--- src/rtl/stitched_pipeline_rv_if.sv ---
// Ready/valid stream bundle used on both sides of the stitched pipeline.
//   valid : producer has a word on data
//   ready : consumer takes the word this cycle
//   data  : W-bit payload
// master drives valid/data, slave drives ready.
interface stitched_pipeline_rv_if #(
  parameter int unsigned W = 32
);
  logic         valid;
  logic         ready;
  logic [W-1:0] data;

  modport master (output valid, output data, input ready);
  modport slave  (input valid, input data, output ready);
endinterface

--- src/rtl/stitched_pipeline_rv.sv ---
// Parametrised stitched stage chain with ready/valid backpressure, bubble
// collapsing, synchronous flush and an occupancy count.
//   clk       : clock, all state on posedge
//   rst       : synchronous active-high reset (clears valids and data)
//   flush     : drop all in-flight items at the next edge
//   in_if     : slave stream (in_valid / in_ready / in_data)
//   out_if    : master stream (out_valid / out_ready / out_data)
//   occupancy : number of valid pipeline registers
// Stage k adds 2^(k mod W) modulo 2^W. With INPUT_FLOP=1 an extra register
// captures in_data before stage 0.
module stitched_pipeline_rv #(
  parameter int unsigned W          = 32,
  parameter int unsigned NUM_STAGES = 2,
  parameter int unsigned INPUT_FLOP = 1,
  localparam int unsigned SKEW      = (INPUT_FLOP != 0) ? 1 : 0,
  localparam int unsigned R         = NUM_STAGES + SKEW,
  localparam int unsigned OCC_W     = $clog2(R + 1)
) (
  input  logic                   clk,
  input  logic                   rst,
  input  logic                   flush,
  stitched_pipeline_rv_if.slave  in_if,
  stitched_pipeline_rv_if.master out_if,
  output logic [OCC_W-1:0]       occupancy
);

  // Constant added by stage k; the exponent wraps modulo W.
  function automatic logic [W-1:0] stage_add(input int unsigned k);
    return W'(1) << (k % W);
  endfunction

  logic [W-1:0]     data_q [R];
  logic [R-1:0]     v_q;
  logic [W-1:0]     nxt_c  [R];
  logic [R-1:0]     v_d;
  logic [R:0]       rdy_c;
  logic             in_ready_c;
  logic [OCC_W-1:0] occ_d;

  // Ready chain: a register may load if it is empty or its successor moves.
  always_comb begin
    rdy_c    = '0;
    rdy_c[R] = out_if.ready;
    for (int j = int'(R) - 1; j >= 0; j--) begin
      rdy_c[j] = ~v_q[j] | rdy_c[j + 1];
    end
    in_ready_c = rdy_c[0] & ~flush & ~rst;
  end

  // Upstream values per register, next valids and their popcount.
  always_comb begin
    nxt_c = '{default: '0};
    v_d   = '0;
    occ_d = '0;
    nxt_c[0] = (SKEW != 0) ? in_if.data : in_if.data + stage_add(0);
    v_d[0]   = rdy_c[0] ? (in_if.valid & in_ready_c) : v_q[0];
    for (int j = 1; j < int'(R); j++) begin
      nxt_c[j] = data_q[j - 1] + stage_add(unsigned'(j) - SKEW);
      v_d[j]   = rdy_c[j] ? v_q[j - 1] : v_q[j];
    end
    if (rst | flush) begin
      v_d = '0;
    end
    for (int j = 0; j < int'(R); j++) begin
      occ_d = occ_d + OCC_W'(v_d[j]);
    end
  end

  // Pipeline registers; data holds while stalled, valids follow v_d.
  always_ff @(posedge clk) begin
    if (rst) begin
      for (int j = 0; j < int'(R); j++) begin
        data_q[j] <= '0;
      end
      v_q       <= '0;
      occupancy <= '0;
    end else begin
      for (int j = 0; j < int'(R); j++) begin
        if (rdy_c[j]) begin
          data_q[j] <= nxt_c[j];
        end
      end
      v_q       <= v_d;
      occupancy <= occ_d;
    end
  end

  assign in_if.ready  = in_ready_c;
  assign out_if.valid = v_q[R - 1];
  assign out_if.data  = data_q[R - 1];

endmodule

--- src/flat_wrapper.sv ---
// flat-port wrapper written by rule: the top's interface ports become plain ports
module stitched_pipeline_rv_flat 
#(
  parameter int unsigned W          = 32,
  parameter int unsigned NUM_STAGES = 2,
  parameter int unsigned INPUT_FLOP = 1,
  localparam int unsigned SKEW      = (INPUT_FLOP != 0) ? 1 : 0,
  localparam int unsigned R         = NUM_STAGES + SKEW,
  localparam int unsigned OCC_W     = $clog2(R + 1)
)
  (clk, rst, flush, occupancy, in_if_valid, in_if_data, in_if_ready, out_if_valid, out_if_data, out_if_ready);
  stitched_pipeline_rv_if #(.W(W)) in_if_i ();
  stitched_pipeline_rv_if #(.W(W)) out_if_i ();
  input  logic clk;
  input  logic rst;
  input  logic flush;
  output logic [OCC_W-1:0] occupancy;
  input wire logic [$bits(in_if_i.valid)-1:0] in_if_valid;
  input wire logic [$bits(in_if_i.data)-1:0] in_if_data;
  output wire logic [$bits(in_if_i.ready)-1:0] in_if_ready;
  output wire logic [$bits(out_if_i.valid)-1:0] out_if_valid;
  output wire logic [$bits(out_if_i.data)-1:0] out_if_data;
  input wire logic [$bits(out_if_i.ready)-1:0] out_if_ready;
  assign in_if_i.valid = in_if_valid;
  assign in_if_i.data = in_if_data;
  assign in_if_ready = in_if_i.ready;
  assign out_if_valid = out_if_i.valid;
  assign out_if_data = out_if_i.data;
  assign out_if_i.ready = out_if_ready;
  stitched_pipeline_rv #(.W(W), .NUM_STAGES(NUM_STAGES), .INPUT_FLOP(INPUT_FLOP)) u_core (.clk(clk), .rst(rst), .flush(flush), .in_if(in_if_i), .out_if(out_if_i), .occupancy(occupancy));
endmodule
--- config.mk ---
export PLATFORM = sky130hd
export DESIGN_NAME = stitched_pipeline_rv_flat
export DESIGN_NICKNAME = d
export VERILOG_FILES = /design/src/rtl/stitched_pipeline_rv_if.sv /design/src/rtl/stitched_pipeline_rv.sv /design/src/flat_wrapper.sv
export SDC_FILE = /design/constraint.sdc
export NUM_CORES = 1
export LEC_CHECK = 0
export BUFFER_PORTS_ARGS = -buffer_cell sky130_fd_sc_hd__clkbuf_2
export CELL_PAD_IN_SITES_DETAIL_PLACEMENT = 0
export CELL_PAD_IN_SITES_GLOBAL_PLACEMENT = 1
export CORE_ASPECT_RATIO = 1.25
export CORE_MARGIN = 5
export CORE_UTILIZATION = 46
export DETAILED_ROUTE_END_ITERATION = 7
export PLACE_DENSITY_LB_ADDON = 0.25
export SLEW_MARGIN = 10
export SYNTH_ARGS = -nofsm -noshare
export SYNTH_HDL_FRONTEND = slang
export SYNTH_SLANG_ARGS = --single-unit
export TNS_END_PERCENT = 20
--- constraint.sdc ---
create_clock -name clk -period 3 [get_ports clk]
set_input_delay 0.3 -clock clk [delete_from_list [all_inputs] [get_ports clk]]
set_output_delay 0.3 -clock clk [all_outputs]
set_load 0.1 [all_outputs]
==> run summary <==
The transition time at the pin with the least slew margin came out at 615 ps. The switching part of the total came out at 0.240. The worst setup path is captured at a flop. On the critical path, the stage with the largest delay is an instance of or3_1. For the worst-case clock skew, the log shows 5.58 ps. The shortest clock period the worst path allows after layout was 2330 ps.

The top cell types in the final layout, fill and taps aside, are edfxtp_1, clkbuf_2, and2_1, a21oi_1, nor2_1. Finished layout cell area: 5750 um^2. Buffers inserted during clock tree synthesis total 9. In this run the cell area measured after placement is 5480 um^2. The tools report the detailed-route via count as 3392. For the relative contribution of sequential cells to total power, the log shows 0.560. The share of flip-flops with an asynchronous set or reset after synthesis is 0. The max-slew violation count is 0, and the power density over the cells is 511 nW/um^2. Grouping stages by cell kind, the critical path spends the most delay in simple AND/OR/NAND/NOR gates. The logs give 2510 ps for the arrival time at the worst endpoint and 642 for the final standard cell count with taps included and fillers excluded. Clock tree synthesis found a total of 101 sinks.

Setup repair after global routing left no endpoint under its margin. For the final count of negative-setup-slack endpoints, the log shows 0. The wire-length estimate of the detail-placed layout is 6290 um. The detailed-route vias per instance is 5.28, and the worst relative slew slack is 0.589. The run gives 0.356 as the clock share of power. The run gives 0 as the max-cap check violation count.

Number of antenna violations at the first check in global routing: 0. The critical path is of the flop to flop type. The number of nets in the layout came out at 542. The most common cell after layout, fill and taps aside is edfxtp_1. Width of the die: 105 um. In this run the worst path has a maximum fanout of 15.

The die span in y came out at 129 um. TritonCTS built the clock tree. The logs give 0.469 for the initial core utilization and 43 for the number of placement rows. At the end of routability-driven placement, the weighted congestion stood at 0.779. The tools report the total internal power as 2.23 mW. The power share of the combinational group is 0.084, and the synthesized area divided by synthesized cell count is 11.3 um^2.

The portion of synthesized cell area occupied by the leading cell type is 0.552, and the final wirelength is 8510 um. The peak per-stage delay on the critical path was 640 ps; the critical path buffer and inverter count was 0. The number of antenna diodes in the final layout is 0.

The die covers 13600 um^2. STA classifies the critical path startpoint as a flop. The run gives 14600 um as the first-pass GRT wire length. In the post-synthesis netlist, the biggest area contributors are edfxtp_1, buf_4, and2_1. Counting every net in the synthesized netlist gives 504.

The I/O pin count was 73. Yosys warning count: 0. The flow ran to the end, and the final reports show no timing, DRC or antenna violations. Registers take 2980 um^2. Deepest level of the CTS H-tree: 3.

After detailed routing, the number of remaining DRC violations is 0. The run gives 706 uW as the switching power of the nets. The via count of the first global-routing pass came out at 3158. The portion of the clock cycle consumed by the worst path in the final layout is 0.778, and the fmax is 429 MHz.

The setup total negative slack came out at 0 ps. The share of the core filled with cells in the final layout is 0.516. The fraction of layout instances using a drive strength above 1 is 0.195, and the maximum vdd drop is 0.282 mV. No sink is reached through more buffers than the 2 on the longest clock path. For the worst-skew pair, the clock arrives at the later sink with an insertion delay of 340 ps. The gate count after technology mapping is 464.

Total global routing track utilization: 0.131. In this run the clock root is driven by a clkbuf_16. In this run, post-CTS repair resized a total of 0 instances.

Post-CTS timing repair inserted 0 buffers for setup. Entering global routing, the biggest net connects 38 pins. The total leakage power is 2.11 nW, and the first-pass detailed-route iteration total is 5. Counting flops and latches in the post-synthesis netlist gives 101. The leftover overflow at the end of global routing was 0; the clock-pin slew on the worst setup and hold paths was 70 ps.

Counting tap cells, the placed design contains a total of 626 instances. The signal on the critical path passes through ha_1 > nand4_1 > or3_1 > or4_1 > a21oi_1. The core region is 11100 um^2. Hold repair after CTS inserted 0 buffers. The sequential element share of the synthesized area was 0.571; the signed area change from the synthesized netlist to the final layout was 10.1%.

Count of buffers from port buffering: 72. For the required time of the critical path, the log shows 3180 ps. Average routed wire per standard cell: 13.3 um.

The largest area contributor in the synthesized netlist was edfxtp_1. After filler insertion, the fill cell instance count of the layout stands at 977. The tools report the multi-input combinational cell area as 1880 um^2. The number of hold violations in the final report came out at 0. The mapped netlist covers 5220 um^2. The most used flip-flop cell after synthesis is edfxtp_1. The path category of the worst min-delay check is input pin to flop. After the first detailed-routing iteration, the DRC count stood at 145.

The number of different library cells used by synthesis comes to 39. Once detail routing completed, the nets flagged for antenna violations numbered 0. Yosys mapped a number of flops with a built-in enable equal to 96.
through the flow:
stage / setup slack, ps / hold slack [ps] / power, mW
CTS: 661 / 225 / 2.97
global route: 532 / 235 / 3.05
floorplan: 411 / 372 / 1.88
detailed placement: 688 / 519 / 1.92
finish: 667 / 236 / 2.94
global placement: 779 / 498 / 1.92
synthesized netlist by cell type (all sizes together) (3+ instances only):
cell type	count
xor2	9
clkbuf	17
xnor2	14
nor2b	3
or3	12
buf	35
nor4	6
edfxtp	96
o41ai	4
nor2	30
inv	10
a21oi	35
o31ai	19
nand4	18
and3	5
o21ai	11
nand3	22
or4	22
and4	6
and2	38
dfxtp	5
nand2	20
nor3	11
or4b	4
logic make-up (layout without fill, tap and decap cells):
| group | count (synthesis) | after routing | share of synthesized area |
|---|---|---|---|
| AND/OR/NAND/NOR | 203 | 203 | 0.228 |
| flip-flops | 101 | 101 | 0.571 |
| AO/OA/AOI/OAI | 71 | 71 | 0.0812 |
| buffers and inverters | 62 | 105 | 0.0705 |
| XOR/XNOR | 23 | 23 | 0.0386 |
| adder cells (fa/ha/maj) | 3 | 3 | 0.00863 |
| multiplexers | 1 | 1 | 0.00192 |
power groups by stage:
| stage | combinational, mW | sequential, mW | clock (mW) |
|---|---|---|---|
| 5_1_grt | 0.267 | 1.65 | 1.13 |
| 3_3_place_gp | 0.247 | 1.67 | 0 |
| 4_1_cts | 0.250 | 1.64 | 1.07 |
| 3_5_place_dp | 0.249 | 1.67 | 0 |
| 2_1_floorplan | 0.210 | 1.67 | 0 |
| 6_report | 0.247 | 1.64 | 1.04 |
registers in the layout (all words and copies together) (netlist names):
signal and cells:
u_core.data_q 96, u_core.v_q 3, u_core.occupancy 2
routing by layer:
metal,wire [um],GRT usage,part of all wire,up-vias
met5,0,0,0,-
met4,176,0.0625,0.021,0
met3,547,0.0304,0.064,14
met2,3780,0.208,0.44,92
met1,4010,0.171,0.47,1495
li1,-,-,-,1791
final timing paths:
check	startpoint	to	slack [ps]	cells after the start
worst max-delay path	u_core.data_q[0][33]	u_core.data_q[0][85]	670	5
worst min register to register	u_core.data_q[0][32]	u_core.data_q[0][64]	530	1
worst min-delay path	in_if_data[6]	u_core.data_q[0][6]	240	2
worst max register to register	u_core.data_q[0][33]	u_core.data_q[0][85]	670	5
cell type report:
cell class | instances | share of cell area
clock inverter | 5 | 0.00653
timing repair buffer | 79 | 0.0718
tap | 135 | 0.0294
multi-input combinational | 301 | 0.326
inverter | 10 | 0.00653
sequential | 101 | 0.519
clock buffer | 11 | 0.0405
Power figures use the tool's default switching activity.
